`src/rtl/jtdd_dwnld_buf.sv`:
```
// Download remapper: relocates loader bytes into the SDRAM layout and queues them in a
// small FIFO drained through a req/ack port. PROM bytes bypass the FIFO.
`timescale 1ns/1ps
module jtdd_dwnld_buf #(
  parameter logic [21:0] SCR_START  = 22'h5_8000,
  parameter logic [21:0] SCR_LEN    = 22'h2_0000,
  parameter logic [21:0] OBJ_START  = 22'h7_8000,
  parameter logic [21:0] OBJ_LEN    = 22'h4_0000,
  parameter logic [21:0] MCU_START  = 22'hB_8000,
  parameter logic [21:0] PROM_START = 22'hB_C000,
  parameter logic [21:0] SCR_ADDR   = 22'h4_0000,
  parameter logic [21:0] OBJ_ADDR   = 22'h8_0000,
  parameter logic [21:0] MCU_ADDR   = 22'hC_0000,
  parameter int unsigned FIFO_AW    = 2
) (
  input  logic        clk,
  input  logic        rst,
  input  logic        downloading,
  input  logic [21:0] ioctl_addr,
  input  logic [7:0]  ioctl_data,
  input  logic        ioctl_wr,
  output logic [21:0] prog_addr,
  output logic [7:0]  prog_data,
  output logic [1:0]  prog_mask,
  output logic        prog_we,
  input  logic        sdram_ack,
  output logic        prom_we,
  output logic [7:0]  prom_addr,
  output logic [3:0]  prom_data,
  output logic        dwnld_busy,
  output logic        overflow
);

  localparam logic [21:0] SCR_END  = SCR_START + SCR_LEN;
  localparam logic [21:0] OBJ_END  = OBJ_START + OBJ_LEN;
  localparam logic [21:0] PROM_END = PROM_START + 22'd256;
  localparam logic [21:0] SCR_HALF = SCR_LEN >> 1;
  localparam logic [21:0] OBJ_HALF = OBJ_LEN >> 1;
  localparam int unsigned DEPTH    = 1 << FIFO_AW;
  localparam logic [FIFO_AW:0] PTR_ONE = 1;

  // Address mapping
  logic [21:0] w_off, w_word;
  logic [1:0]  w_mask;
  logic        w_to_fifo, w_to_prom, w_wr;

  assign w_wr = ioctl_wr & downloading;

  always_comb begin
    w_off     = '0;
    w_word    = '0;
    w_mask    = 2'b11;
    w_to_fifo = 1'b0;
    w_to_prom = 1'b0;
    if (ioctl_addr < SCR_START) begin
      w_word    = ioctl_addr >> 1;
      w_mask    = ioctl_addr[0] ? 2'b01 : 2'b10;
      w_to_fifo = 1'b1;
    end else if (ioctl_addr < SCR_END) begin
      w_off     = ioctl_addr - SCR_START;
      w_to_fifo = 1'b1;
      // Lower half of the region lands on the low byte lane, upper half on the high lane
      if (w_off < SCR_HALF) begin
        w_word = SCR_ADDR + w_off;
        w_mask = 2'b10;
      end else begin
        w_word = SCR_ADDR + w_off - SCR_HALF;
        w_mask = 2'b01;
      end
    end else if (ioctl_addr >= OBJ_START && ioctl_addr < OBJ_END) begin
      w_off     = ioctl_addr - OBJ_START;
      w_to_fifo = 1'b1;
      if (w_off < OBJ_HALF) begin
        w_word = OBJ_ADDR + w_off;
        w_mask = 2'b10;
      end else begin
        w_word = OBJ_ADDR + w_off - OBJ_HALF;
        w_mask = 2'b01;
      end
    end else if (ioctl_addr >= MCU_START && ioctl_addr < PROM_START) begin
      w_off     = ioctl_addr - MCU_START;
      w_word    = MCU_ADDR + (w_off >> 1);
      w_mask    = w_off[0] ? 2'b01 : 2'b10;
      w_to_fifo = 1'b1;
    end else if (ioctl_addr >= PROM_START && ioctl_addr < PROM_END) begin
      w_to_prom = 1'b1;
    end
  end

  // Stage 1 registers
  logic        r_s1_valid;
  logic [21:0] r_s1_word;
  logic [7:0]  r_s1_data;
  logic [1:0]  r_s1_mask;
  logic        r_prom_we;
  logic [7:0]  r_prom_addr;
  logic [3:0]  r_prom_data;

  always_ff @(posedge clk) begin
    if (rst) begin
      r_s1_valid  <= 1'b0;
      r_s1_word   <= '0;
      r_s1_data   <= '0;
      r_s1_mask   <= 2'b11;
      r_prom_we   <= 1'b0;
      r_prom_addr <= '0;
      r_prom_data <= '0;
    end else begin
      r_s1_valid <= w_wr & w_to_fifo;
      r_prom_we  <= w_wr & w_to_prom;
      if (w_wr) begin
        r_s1_word <= w_word;
        r_s1_data <= ioctl_data;
        r_s1_mask <= w_mask;
      end
      if (w_wr && w_to_prom) begin
        r_prom_addr <= ioctl_addr[7:0];
        r_prom_data <= ioctl_data[3:0];
      end
    end
  end

  // Stage 2 FIFO; pointers carry an extra wrap bit to tell full from empty
  logic [21:0]      r_mem_word [DEPTH];
  logic [7:0]       r_mem_data [DEPTH];
  logic [1:0]       r_mem_mask [DEPTH];
  logic [FIFO_AW:0] r_wr_ptr, r_rd_ptr;
  logic             r_overflow, r_busy;
  logic             w_empty, w_full, w_pop, w_push, w_pending;

  assign w_empty = (r_wr_ptr == r_rd_ptr);
  assign w_full  = (r_wr_ptr[FIFO_AW] != r_rd_ptr[FIFO_AW]) &&
                   (r_wr_ptr[FIFO_AW-1:0] == r_rd_ptr[FIFO_AW-1:0]);
  assign w_pop   = !w_empty && sdram_ack;
  assign w_push  = r_s1_valid && (!w_full || w_pop);
  assign w_pending = r_s1_valid || !w_empty;

  always_ff @(posedge clk) begin
    if (w_push) begin
      r_mem_word[r_wr_ptr[FIFO_AW-1:0]] <= r_s1_word;
      r_mem_data[r_wr_ptr[FIFO_AW-1:0]] <= r_s1_data;
      r_mem_mask[r_wr_ptr[FIFO_AW-1:0]] <= r_s1_mask;
    end
  end

  always_ff @(posedge clk) begin
    if (rst) begin
      r_wr_ptr   <= '0;
      r_rd_ptr   <= '0;
      r_overflow <= 1'b0;
      r_busy     <= 1'b0;
    end else begin
      if (w_push) r_wr_ptr <= r_wr_ptr + PTR_ONE;
      if (w_pop)  r_rd_ptr <= r_rd_ptr + PTR_ONE;
      if (r_s1_valid && w_full && !w_pop) r_overflow <= 1'b1;
      r_busy <= downloading | w_pending;
    end
  end

  always_comb begin
    prog_we   = !w_empty;
    prog_addr = '0;
    prog_data = '0;
    prog_mask = 2'b11;
    if (!w_empty) begin
      prog_addr = r_mem_word[r_rd_ptr[FIFO_AW-1:0]];
      prog_data = r_mem_data[r_rd_ptr[FIFO_AW-1:0]];
      prog_mask = r_mem_mask[r_rd_ptr[FIFO_AW-1:0]];
    end
  end

  // Rise is registered; fall happens as soon as nothing is left in flight
  assign dwnld_busy = r_busy & (downloading | w_pending);
  assign overflow   = r_overflow;
  assign prom_we    = r_prom_we;
  assign prom_addr  = r_prom_addr;
  assign prom_data  = r_prom_data;

endmodule

```
`config.mk`:
```
export PLATFORM = sky130hd
export DESIGN_NAME = jtdd_dwnld_buf
export DESIGN_NICKNAME = d
export VERILOG_FILES = /design/src/rtl/jtdd_dwnld_buf.sv
export SDC_FILE = /design/constraint.sdc
export NUM_CORES = 1
export LEC_CHECK = 0
export ABC_CLOCK_PERIOD_IN_PS = 7110
export BUFFER_PORTS_ARGS = -buffer_cell sky130_fd_sc_hd__buf_2
export CAP_MARGIN = 40
export CORE_AREA = 2 2 163 85
export DETAILED_ROUTE_END_ITERATION = 10
export DIE_AREA = 0 0 165 87
export GPL_TIMING_DRIVEN = 0
export HOLD_SLACK_MARGIN = 0.03
export PLACE_DENSITY = 0.84
export SLEW_MARGIN = 20
export SYNTH_ARGS = -nofsm -noshare
export SYNTH_HDL_FRONTEND = slang
export SYNTH_SLANG_ARGS = --single-unit
export TNS_END_PERCENT = 20
```
`constraint.sdc`:
```
create_clock -name clk -period 7.11 [get_ports clk]
set_input_delay 1.422 -clock clk [delete_from_list [all_inputs] [get_ports clk]]
set_output_delay 1.422 -clock clk [all_outputs]
set_load 0.01 [all_outputs]
```
* Word level (Yosys, flattened, before mapping)
Memories as Yosys holds them, arrays and structs flattened. A register that Yosys moved wholly into a read port is not among the register bits. Cells that the tools add are included.
Cells by class: mux-type cells 34, divide/modulo/power cells 0, $add $sub $neg 10, reductions and logical operators 14, $mul 0, $lt $le $gt $ge 10, equality and inequality tests 3, shift-type cells 0, bitwise logic cells 5
Operators by type and width (count):
- 2-to-1 mux 22 bit | 7
- < comparator 22 x 20 -> 1 bit, second input constant | 3
- >= comparator 22 x 20 -> 1 bit, second input constant | 2
- < comparator 22 x 19 -> 1 bit, second input constant | 2
- subtractor 22 x 19 -> 22 bit, second input constant | 2
- 2-to-1 mux 2 bit | 15
- adder 19 x 22 -> 22 bit, first input constant | 1
- adder 20 x 21 -> 22 bit, first input constant | 1
- adder 20 x 22 -> 22 bit, first input constant | 1
- >= comparator 22 x 19 -> 1 bit, second input constant | 1
- < comparator 22 x 17 -> 1 bit, second input constant | 1
- < comparator 22 x 18 -> 1 bit, second input constant | 1
- subtractor 22 x 17 -> 22 bit, second input constant | 1
- subtractor 22 x 18 -> 22 bit, second input constant | 1
- subtractor 22 x 20 -> 22 bit, second input constant | 1
- 2-to-1 mux 1 bit | 11
- logical AND 1 bit | 9
- 2-to-1 mux 8 bit | 1
- adder 3 x 1 -> 3 bit, second input constant | 2
- AND 1 bit | 4
- equality test 3 bit | 1
- logical NOT 1 bit | 3
- equality test 2 bit | 1
- logical OR 1 bit | 2
- other kinds (2) | 2
Word-level totals: memory bits (read-only) 0, bits in latches 0, bits in registers 54, memories kept 3, RAM bits 128, input bits 35, word-level logic and storage cells 90
Memory list:
- r_mem_word | depth 4, bits a word 22, rd ports 1, clocked after Yosys merged registers in 1, wr ports 1, RTL line 124 | logic [21:0] r_mem_word [DEPTH];
- r_mem_data | depth 4, bits a word 8, rd ports 1, clocked after Yosys merged registers in 1, wr ports 1, RTL line 125 | logic [7:0] r_mem_data [DEPTH];
- r_mem_mask | depth 4, bits a word 2, rd ports 1, clocked after Yosys merged registers in 1, wr ports 1, RTL line 126 | logic [1:0] r_mem_mask [DEPTH];

* Depth between registers and ports, before layout
Gate-level depths: netlist of run 1.
depth after elaboration 8, gate-level depth with buffers 12, mapped depth without buffers 10

* Worst setup path before layout of run 1
No wires, ideal clock.
path kind input -> register, start point in ioctl_addr[15], end point reg r_s1_word[21], path slack 3.459 ns, library setup time 0.117 ns, stages on the path 10, buffers on the path 1, data required time 6.993 ns, data arrival time 3.534 ns, path through clkbuf_1 > a21oi_1 > xnor2_2 > inv_1 > ha_1 > nor3_1 > or3_1 > a2111oi_2 > a21oi_1 > a32o_1
On the way: longest elaborated chain between the ends 7, elaborated cells on any way between the ends 24, classes of those cells add/sub: 8; order compare: 8; mux: 6; reduce/logical: 2
Ends and longest elaborated chain:
- from (decl) | RTL line 19 | input logic [21:0] ioctl_addr,
- subtractor 22 x 19 -> 22 bit | RTL line 71 | w_off = ioctl_addr - OBJ_START;
- adder 20 x 22 -> 22 bit | RTL line 74, 77
- subtractor 22 x 18 -> 22 bit | RTL line 77 | w_word = OBJ_ADDR + w_off - OBJ_HALF;
- 2-to-1 mux 22 bit | RTL line 73 | if (w_off < OBJ_HALF) begin
- 2-to-1 mux 22 bit | RTL line 70 | end else if (ioctl_addr >= OBJ_START && ioctl_addr < OBJ_END) begin
- 2-to-1 mux 22 bit | RTL line 59 | end else if (ioctl_addr < SCR_END) begin
- 2-to-1 mux 22 bit * | RTL line 55 | if (ioctl_addr < SCR_START) begin
- to (signal assigned) | RTL line 112 | r_s1_word <= w_word;
- to (decl) | RTL line 92 | logic [21:0] r_s1_word;
Every way passes the cells marked *; elsewhere a longest branch is shown, timed or not. A chain may end at the register's enable or synchronous reset.

* Worst setup path in the final report of run 1
start point reg r_wr_ptr[1], end point out prog_data[2]
On the way: longest elaborated chain between the ends 2
Ends and longest elaborated chain:
- from (decl) | RTL line 127 | logic [FIFO_AW:0] r_wr_ptr, r_rd_ptr;
- from (signal assigned) | RTL line 153 | if (w_push) r_wr_ptr <= r_wr_ptr + PTR_ONE;
- equality test 3 bit | RTL line 131 | assign w_empty = (r_wr_ptr == r_rd_ptr);
- 2-to-1 mux 8 bit | RTL line 165 | if (!w_empty) begin
- to (decl) | RTL line 23 | output logic [7:0] prog_data,
No other way between the ends.

==> metrics.md, run 1 <==
| Metric | Value |
|---|---|
| Clk pin slew, worst setup/hold paths | `0.07 ns` |
| Final Non-Filler Cells | `886` |
| Worst rel slew slack | `0.506` |
| Arr. time, crit path | `2.47 ns` |
| Fmax | `257 MHz` |
| Post-synth EDFFs | `128` |
| Core Area | `0.0131 mm²` |
| Post-DR wirelength/cell | `22.7 µm` |
| Setup bufs post-CTS | `0` |
| Setup repair after global routing missed its margin | `false` |
| Tcrit/Tclk final | `0.547` |
| Total negative slack | `0 ns` |
| HPWL Detailed | `14600 µm` |
| Worst-case clock skew | `0.0113 ns` |
| H-tree levels | `4` |
| Prevailing post-synth register cell | `edfxtp_1` |
| Pint | `1.71 mW` |
| Combinational share of power | `0.074` |
| P&R area growth vs syn | `16.9%` |
| Mapped Nets | `641` |
| Finished Core Util | `0.711` |
| Cells along the critical path | `xor2_1, or2_2, nor2b_1, inv_1, clkbuf_1, and2_1, buf_2` |
| Worst hold path type | `reg -> reg` |
| TritonCTS clock tree | `built` |
| Drt via density | `6.15` |
| Starting DRT DRC Count | `757` |
| Max VDD drop | `0.190 mV` |
| CTS Hold Bufs | `0` |
| Kind of cell adding the most delay to the critical path | `simple AND/OR/NAND/NOR gates` |
| Net Sw Frac | `0.241` |
| Worst-path fanout max | `10` |
| Port bufs | `80` |
| Synth async-reset ratio | `0` |
| CP startpoint kind | `register` |
| Max_cap viols | `0` |
| First-pass iteration count of the detailed router | `5` |
| First-pass GRT wire length | `30300 µm` |
| Final setup violation count | `0` |
| Most common cell after layout, fill and taps aside | `edfxtp_1` |
| Inst Count DP | `853` |
| Worst-Margin Slew | `0.736 ns` |
| Post-DRT Antenna Nets | `0` |
| Die outline area | `0.0144 mm²` |
| Synthesis-stage register bit count | `184` |
| Die Width | `165 µm` |
| Largest net degree at the start of global routing | `20` |
| Share of the synthesized area in the top cell type | `0.482` |
| CP peak stage delay | `0.44 ns` |
| Worst Path Buf+Inv | `3` |
| Largest area contributor in the netlist | `edfxtp_1` |
| YS warnings | `0` |
| Post-synthesis instance area | `0.00797 mm²` |
| GR Util All Layers | `0.298` |
| Leak | `3.50 nW` |
| Unique masters post-synth | `57` |
| Die Height | `87 µm` |
| Setup crit end kind | `primary output` |
| Post-CTS Resized | `0` |
| Grt ovf | `0` |
| Avg Inst Size Synth | `13.4 µm²` |
| Post-Route WL | `20100 µm` |
| Clock sinks | `184` |
| Vias in the first global route | `5200` |
| Cell Rows | `30` |
| Slowest CP cell | `dfxtp_1` |
| Net Sw Power | `0.543 mW` |
| Initial Util | `0.608` |
| Most frequent cells in the layout | `edfxtp_1 (128), buf_2 (85), nand2_1 (77)` |
| Status | `finished, final reports clean` |
| Remaining DRCs | `0` |
| Share of cells above drive strength 1 | `0.255` |
| Sequential share of the synthesized area | `0.623` |
| Clk_lat worst skew | `0.43 ns` |
| Crit path time final | `3.89 ns` |
| Cells after Synth | `593` |
| Endpoints failing hold | `0` |
| Placer congestion estimate | `1.03` |
| Crit Path Class | `reg -> out` |
| Power Density | `242 mW/mm²` |
| Largest cells by area after synthesis | `edfxtp_1 (48%), dfxtp_1 (14%), mux4_2 (9.0%), nand2_1 (3.6%), mux2i_1 (2.5%)` |
| CTS Root Buffer Type | `clkbuf_16` |
| Clock Path Buffers | `2` |
| Initial antenna violation count | `1` |
| Req. time, crit path | `5.69 ns` |
| TritonCTS Buffers | `17` |
| Detailed-route via count | `5452` |
| IO Count | `83` |
| Clock power frac | `0.413` |
| Sequential power share | `0.513` |
| Final Max Slew Viols | `0` |
| Fin nets | `744` |
## cells in the mapped netlist, drive strengths merged (3+ instances only)
master / count
or2: 4
mux2i: 20
xnor2: 11
dfxtp: 56
nand2: 77
or4: 3
edfxtp: 128
ha: 13
o22ai: 3
inv: 16
buf: 10
o21ai: 23
nand3: 7
nor2: 30
a32o: 3
nand2b: 3
clkbuf: 23
or3: 4
nor3: 6
nor4: 6
and2: 31
a21oi: 37
a2111oi: 3
a211oi: 3
mux4: 32
xor2: 12
nor2b: 4
## final cells by class
class                      instances  area (µm²)
inverter                          17        63.8
tap                              176         220
clock inverter                    15         160
buffer                            33         213
sequential                       184        4960
multi-input combinational        359        2760
timing repair buffer              84         510
clock buffer                      17         425
fill                             855        3780
antenna                            1        2.50
## power groups by stage
stage	sequential, mW	combinational (mW)	clock [mW]
5_1_grt	1.16	0.180	0.977
2_1_floorplan	1.18	0.104	0
3_3_place_gp	1.18	0.162	0
6_report	1.16	0.167	0.932
4_1_cts	1.16	0.164	0.937
3_5_place_dp	1.18	0.163	0
## per-layer routing
layer	up-vias	part of all wire	GRT usage
met3	24	0.11	0.0890
met2	330	0.43	0.417
li1	2394	-	-
met5	-	0	0
met1	2704	0.45	0.458
met4	0	0.013	0.0719
## final timing paths
| kind | start | slack [ns] | endpoint | cells after the start |
|---|---|---|---|---|
| max | r_wr_ptr[1] | 3.22 | prog_data[2] | 7 |
| min | prom_data[2] | 0.46 | prom_data[2] | 2 |
| min reg2reg | prom_data[2] | 0.46 | prom_data[2] | 2 |
| max reg2reg | r_wr_ptr[1] | 4.60 | r_wr_ptr[2] | 8 |
## per-stage QoR
stage	total power, mW	setup slack [ns]	cell area [µm²]	hold slack [ns]
after global placement	1.34	2.29	8590	0.438
final	2.25	3.22	9320	0.460
after global routing	2.31	3.06	9320	0.475
after CTS	2.26	3.24	9320	0.456
after floorplan	1.28	3.46	7970	0.460
after detailed placement	1.34	2.86	8730	0.444
## worst reg2reg max path, delay by kind of cell (launching register included)
kind	cells	cell delay, ns
XOR/XNOR	2	0.27
buffers and inverters	2	0.75
flip-flops	1	0.44
AND/OR/NAND/NOR	4	0.92
## flip-flops by register name, indices dropped and copies added, names as in the netlist, named ones only
| signal | count |
|---|---|
| overflow | 1 |
| prom_addr | 8 |
| prom_data | 4 |
| prom_we | 1 |
| r_busy | 1 |
| r_mem_data | 32 |
| r_mem_mask | 8 |
| r_mem_word | 88 |
| r_rd_ptr | 3 |
| r_s1_data | 8 |
| r_s1_mask | 2 |
| r_s1_valid | 1 |
| r_s1_word | 22 |
| r_wr_ptr | 3 |
## kinds of logic after synthesis
family	count (synthesis)	synth area share
AO/OA/AOI/OAI	89	0.0697
XOR/XNOR	23	0.0272
adder cells (fa/ha/maj)	13	0.0204
buffers and inverters	50	0.0347
flip-flops	184	0.623
multiplexers	53	0.117
AND/OR/NAND/NOR	181	0.108
(Power assumes the default switching activity.)
==> inputs of run 2 (changes only) <==
--- a/config.mk
+++ b/config.mk
@@ -5,15 +5,15 @@
 export SDC_FILE = /design/constraint.sdc
 export NUM_CORES = 1
 export LEC_CHECK = 0
-export ABC_CLOCK_PERIOD_IN_PS = 7110
+export ABC_CLOCK_PERIOD_IN_PS = 3150
 export BUFFER_PORTS_ARGS = -buffer_cell sky130_fd_sc_hd__buf_2
 export CAP_MARGIN = 40
-export CORE_AREA = 2 2 163 85
+export CORE_AREA = 2 2 177 92
 export DETAILED_ROUTE_END_ITERATION = 10
-export DIE_AREA = 0 0 165 87
+export DIE_AREA = 0 0 179 94
 export GPL_TIMING_DRIVEN = 0
 export HOLD_SLACK_MARGIN = 0.03
-export PLACE_DENSITY = 0.84
+export PLACE_DENSITY = 0.76
 export SLEW_MARGIN = 20
 export SYNTH_ARGS = -nofsm -noshare
 export SYNTH_HDL_FRONTEND = slang
==> constraint.sdc (replaced) <==
create_clock -name clk -period 3.15 [get_ports clk]
set_input_delay 0.63 -clock clk [delete_from_list [all_inputs] [get_ports clk]]
set_output_delay 0.63 -clock clk [all_outputs]
set_load 0.01 [all_outputs]
==> run 2 against run 1 <==
Register-to-register slack lost 3.7 ns. Final cell count rose by 3.0%. Setup slack got worse by 3.1 ns. Worst hold slack worse by 0.014 ns. Combinational power up 110%. Clock power up 110%. Sequential cell count unchanged. Clock-buffer cell count is 3 higher. First-iteration DRC count fell by 37%. Via count shrank 5.3%. Global-route usage decreased by 7.7 points. Design area barely moved. Largest cell class unchanged. Largest power group unchanged.
==> metrics.md, run 2 (synthesized netlist as in run 1, its figures left out) <==
| Metric | Value |
|---|---|
| Status | `finished, final reports clean` |
| Initial antenna violation count | `0` |
| Starting DRT DRC Count | `478` |
| Worst-Margin Slew | `0.743 ns` |
| Arr. time, crit path | `3.32 ns` |
| Final setup violation count | `0` |
| Placed inst area | `0.00875 mm²` |
| Setup ws final | `0.150 ns` |
| Initial Util | `0.525` |
| Core Area | `0.0152 mm²` |
| CP peak stage delay | `0.40 ns` |
| Worst-case clock skew | `0.00877 ns` |
| IO Count | `83` |
| Fin area | `0.00932 mm²` |
| Crit Path Class | `in -> reg` |
| Worst rel slew slack | `0.505` |
| Setup crit end kind | `register` |
| Die outline area | `0.0168 mm²` |
| Die Width | `179 µm` |
| Clock sinks | `184` |
| Post-DRT Antenna Nets | `0` |
| Post-CTS Resized | `0` |
| Crit path time final | `3.00 ns` |
| Most frequent cells in the layout | `edfxtp_1 (128), buf_2 (82), nand2_1 (77)` |
| Share of cells above drive strength 1 | `0.257` |
| Kind of cell adding the most delay to the critical path | `compound AO/OA/AOI/OAI gates` |
| Vias in the first global route | `5143` |
| Most used cell, CP | `a21oi_1` |
| TritonCTS Buffers | `17` |
| Post-DR wirelength/cell | `19.0 µm` |
| Most common cell after layout, fill and taps aside | `edfxtp_1` |
| Worst Path Buf+Inv | `3` |
| Power Density | `533 mW/mm²` |
| Grt ovf | `0` |
| Detailed-route via count | `5163` |
| Largest net degree at the start of global routing | `23` |
| HPWL Detailed | `12300 µm` |
| Max VDD drop | `0.438 mV` |
| Leak | `3.48 nW` |
| Clock Path Buffers | `2` |
| Cells along the critical path | `buf_2, clkbuf_1, a21oi_1, xnor2_2, inv_1, ha_1, nor3_1, or3_1, a2111oi_2, a21oi_1, a32o_1` |
| H-tree levels | `4` |
| R2r worst-path depth | `6` |
| Max reg flops | `88` |
| Port bufs | `80` |
| GR Util All Layers | `0.221` |
| TritonCTS clock tree | `built` |
| Slowest CP cell | `xnor2_2` |
| Worst-path fanout max | `8` |
| Worst hold path type | `in -> reg` |
| Req. time, crit path | `3.47 ns` |
| Die Height | `94 µm` |
| Final Non-Filler Cells | `913` |
| Setup repair after global routing missed its margin | `true` |
| CTS Hold Bufs | `0` |
| Max_cap viols | `0` |
| Worst Hold Depth | `3` |
| Tcrit/Tclk final | `0.952` |
| Finished Core Util | `0.614` |
| WHS | `0.446 ns` |
| Post-Place Setup Slack | `-0.256 ns` |
| Levels on crit path | `11` |
| Clk_lat worst skew | `0.43 ns` |
| Setup bufs post-CTS | `0` |
| Fmax | `333 MHz` |
| Inst Count DP | `881` |
| Drt via density | `5.65` |
| CP startpoint kind | `input pin` |
| Number of inserted diodes | `0` |
| Remaining DRCs | `0` |
| CTS Root Buffer Type | `clkbuf_16` |
| Cell Rows | `32` |
| Clk pin slew, worst setup/hold paths | `0.07 ns` |
| Endpoints failing hold | `0` |
| Fin nets | `744` |
| Post-Route WL | `17400 µm` |
| P&R area growth vs syn | `17.0%` |
| First-pass iteration count of the detailed router | `4` |
| Final Max Slew Viols | `0` |
| First-pass GRT wire length | `27200 µm` |
| Placer congestion estimate | `0.905` |
[run 2: path summary, 6_finish.rpt]
path / end / startpoint / slack (ns)
max: r_s1_word[21] / ioctl_addr[15] / 0.15
min: r_s1_data[5] / ioctl_data[5] / 0.45
max reg2reg: r_mem_word[3][5] / r_wr_ptr[1] / 0.89
min reg2reg: prom_addr[6] / prom_addr[6] / 0.46
[run 2: final cells by class]
cell class | instances | area, µm²
buffer | 33 | 220
clock buffer | 20 | 457
clock inverter | 12 | 108
fill | 1132 | 5850
inverter | 17 | 63.8
multi-input combinational | 359 | 2760
sequential | 184 | 4960
tap | 204 | 255
timing repair buffer | 84 | 495
[run 2: stage by stage]
step	total power, mW	TNS, ns
3_5_place_dp	3.02	-0.256
4_1_cts	5.00	0
5_1_grt	5.13	-0.0424
3_3_place_gp	3.01	-112.90
6_report	4.97	0
2_1_floorplan	2.89	0
[run 2: worst reg2reg max path: cells and delay by family (launching register included)]
kind | cells | cell delay (ns)
simple gates | 3 | 0.77
buf+inv | 2 | 0.72
flops | 1 | 0.35
xor+xnor | 1 | 0.17
[run 2: report_power, final]
group          internal [mW]  switching (mW)
Clock                   1.08           0.925
Combinational          0.149           0.210
Sequential              2.59          0.0200
Total                   3.82            1.15
[run 2: layer usage]
metal	track usage	vias up	wire, µm
met4	0.0908	0	350
met1	0.296	2574	7680
met5	0	-	0
li1	-	2395	-
met2	0.348	162	8330
met3	0.0534	32	1010
==> inputs of run 3 (changes only) <==
--- a/config.mk
+++ b/config.mk
@@ -5,12 +5,13 @@
 export SDC_FILE = /design/constraint.sdc
 export NUM_CORES = 1
 export LEC_CHECK = 0
+export ABC_AREA = 1
 export ABC_CLOCK_PERIOD_IN_PS = 3150
 export BUFFER_PORTS_ARGS = -buffer_cell sky130_fd_sc_hd__buf_2
 export CAP_MARGIN = 40
-export CORE_AREA = 2 2 177 92
+export CORE_AREA = 2 2 180 94
 export DETAILED_ROUTE_END_ITERATION = 10
-export DIE_AREA = 0 0 179 94
+export DIE_AREA = 0 0 182 96
 export GPL_TIMING_DRIVEN = 0
 export HOLD_SLACK_MARGIN = 0.03
 export PLACE_DENSITY = 0.76
==> run 3 against run 2 <==
Fmax is 3.7% lower. Largest cell class unchanged. Via count up 26%. Final cell count grew 27%. Global-route usage grew 3.0 points. First-iteration DRC count increased by 54%.
==> metrics.md, run 3 <==
| Metric | Value |
|---|---|
| Cell Rows | `33` |
| Net Sw Power | `1.51 mW` |
| Max VDD drop | `0.412 mV` |
| Clk_lat worst skew | `0.43 ns` |
| Synth async-reset ratio | `0` |
| Most common cell after layout, fill and taps aside | `nand2_1` |
| P&R area growth vs syn | `15.9%` |
| CTS Hold Bufs | `0` |
| Fmax | `321 MHz` |
| Crit Path Class | `reg -> out` |
| Clk pin slew, worst setup/hold paths | `0.07 ns` |
| Max reg flops | `88` |
| Sequential power share | `0.481` |
| H-tree levels | `4` |
| Worst-case clock skew | `0.0111 ns` |
| First-pass iteration count of the detailed router | `5` |
| Drt via density | `5.60` |
| Post-DR wirelength/cell | `17.9 µm` |
| Endpoints failing hold | `0` |
| Number of inserted diodes | `0` |
| Largest net degree at the start of global routing | `26` |
| Port bufs | `78` |
| Cells after Synth | `837` |
| Post-Place Setup Slack | `0.434 ns` |
| Synthesis-stage register bit count | `184` |
| Clock power frac | `0.370` |
| CP startpoint kind | `register` |
| Crit path time final | `3.11 ns` |
| Worst rel slew slack | `0.594` |
| Unique masters post-synth | `44` |
| Placer congestion estimate | `1.00` |
| Grt ovf | `0` |
| Most frequent cells in the layout | `nand2_1 (134), edfxtp_1 (128), nor2_1 (116)` |
| WHS | `0.450 ns` |
| Sequential share of the synthesized area | `0.599` |
| Worst hold path type | `in -> reg` |
| First-pass GRT wire length | `32800 µm` |
| YS warnings | `0` |
| Setup repair after global routing missed its margin | `true` |
| CTS Root Buffer Type | `clkbuf_16` |
| Leak | `4.15 nW` |
| IO Count | `83` |
| Post-synthesis instance area | `0.00829 mm²` |
| Combinational share of power | `0.149` |
| Tcrit/Tclk final | `0.989` |
| Net Sw Frac | `0.276` |
| Mapped Nets | `885` |
| Max_cap viols | `0` |
| Final Max Slew Viols | `0` |
| Pint | `3.95 mW` |
| Starting DRT DRC Count | `736` |
| Final Non-Filler Cells | `1160` |
| GR Util All Layers | `0.251` |
| TritonCTS clock tree | `built` |
| HPWL Detailed | `15000 µm` |
| Initial antenna violation count | `0` |
| Die outline area | `0.0175 mm²` |
| Largest area contributor in the netlist | `edfxtp_1` |
| Setup crit end kind | `primary output` |
| Clock Path Buffers | `2` |
| Detailed-route via count | `6491` |
| Share of the synthesized area in the top cell type | `0.464` |
| Remaining DRCs | `0` |
| Die Width | `182 µm` |
| Arr. time, crit path | `2.48 ns` |
| Post-Route WL | `20800 µm` |
| Req. time, crit path | `2.52 ns` |
| Count leader, synth | `nand2_1` |
| Worst-Margin Slew | `0.609 ns` |
| Fin nets | `986` |
| Finished Core Util | `0.603` |
| Prevailing post-synth register cell | `edfxtp_1` |
| Setup bufs post-CTS | `0` |
| Post-synth EDFFs | `128` |
| Die Height | `96 µm` |
| Setup ws final | `0.0355 ns` |
| Clock sinks | `184` |
| Commonest cells post-synth | `nand2_1 (134), edfxtp_1 (128), nor2_1 (119)` |
| Largest cells by area after synthesis | `edfxtp_1 (46%), dfxtp_1 (14%), nand2_1 (6.1%), nor2_1 (5.4%), o21ai_0 (3.9%)` |
| Inst Count DP | `1129` |
| Post-DRT Antenna Nets | `0` |
| Status | `finished, final reports clean` |
| Share of cells above drive strength 1 | `0.192` |
| Initial Util | `0.520` |
| Avg Inst Size Synth | `9.90 µm²` |
| TritonCTS Buffers | `17` |
| Vias in the first global route | `5979` |
| Worst-path fanout max | `10` |
| Power Density | `568 mW/mm²` |
| Final setup violation count | `0` |
| Core Area | `0.0159 mm²` |
[run 3: cell count changes in the layout (fill, tap and decap cells not counted), sizes merged, moves of 5 or more]
cell   before  now
xnor2      11    0
mux2i      20    2
xor2       12    7
nand3       7   37
o32ai       0   30
nand4       2    9
nor2       30  131
and2       31    0
inv        23   96
a32o        3   14
nand2      77  150
o21ai      23   76
mux4       32    0
[run 3: layout make-up]
type	count	area, µm²
clock buffers	18	429
fillers	1324	6330
flip-flops and latches	184	4960
well taps	210	263
inverters	92	348
plain buffers	42	206
repair buffers	82	470
multi-input cells	519	2800
clock inverters	13	120
[run 3: final timing paths]
path | start | end | slack [ns] | depth (start not counted)
worst max-delay path | register | prog_addr[7] | 0.04 | 8
worst min-delay path | ioctl_data[6] | r_s1_data[6] | 0.45 | 3
worst max register to register | r_wr_ptr[2] | r_mem_data[3][7] | 0.84 | 8
worst min register to register | r_rd_ptr[2] | r_rd_ptr[2] | 0.48 | 2
[run 3: through the flow]
stage | area (µm²) | power [mW] | setup TNS (ns)
6_report | 9610 | 5.46 | 0
5_1_grt | 9610 | 5.65 | -0.167
4_1_cts | 9600 | 5.45 | 0
3_5_place_dp | 9050 | 3.48 | 0
3_3_place_gp | 8940 | 3.46 | -85.55
2_1_floorplan | 8290 | 3.19 | 0
[run 3: repair_timing]
action | CTS | global route
gates resized for setup | 1 | 10
endpoints found under the hold margin | 0 | 0
endpoints found under the setup margin | 1 | 24
[run 3: critical path, cell delays in order (launching register included)]
cell	delay, ns
dfxtp_1	0.32
clkbuf_1	0.27
inv_2	0.24
clkbuf_1	0.48
nor2_1	0.12
o32ai_1	0.30
nand2_1	0.13
inv_1	0.08
buf_2	0.12
[run 3: cell families after synthesis]
logic type / after synthesis / share of synthesized area
XOR/XNOR: 7 / 0.00740
adder cells (fa/ha/maj): 13 / 0.0196
buffers and inverters: 134 / 0.0660
flip-flops: 184 / 0.599
AO/OA/AOI/OAI: 164 / 0.127
multiplexers: 2 / 0.00242
AND/OR/NAND/NOR: 333 / 0.178
[run 3: power by group through the flow]
stage	clock network (mW)	registers, mW	logic, mW
final	2.02	2.63	0.811
after global routing	2.12	2.63	0.903
after CTS	2.02	2.63	0.803
after detailed placement	0	2.68	0.797
after global placement	0	2.68	0.781
after floorplan	0	2.67	0.521
[run 3: routing by layer]
layer	GRT usage	wire (µm)
met2	0.358	8310
met3	0.0636	2290
met1	0.380	10000
met5	0	0
met4	0.0618	186
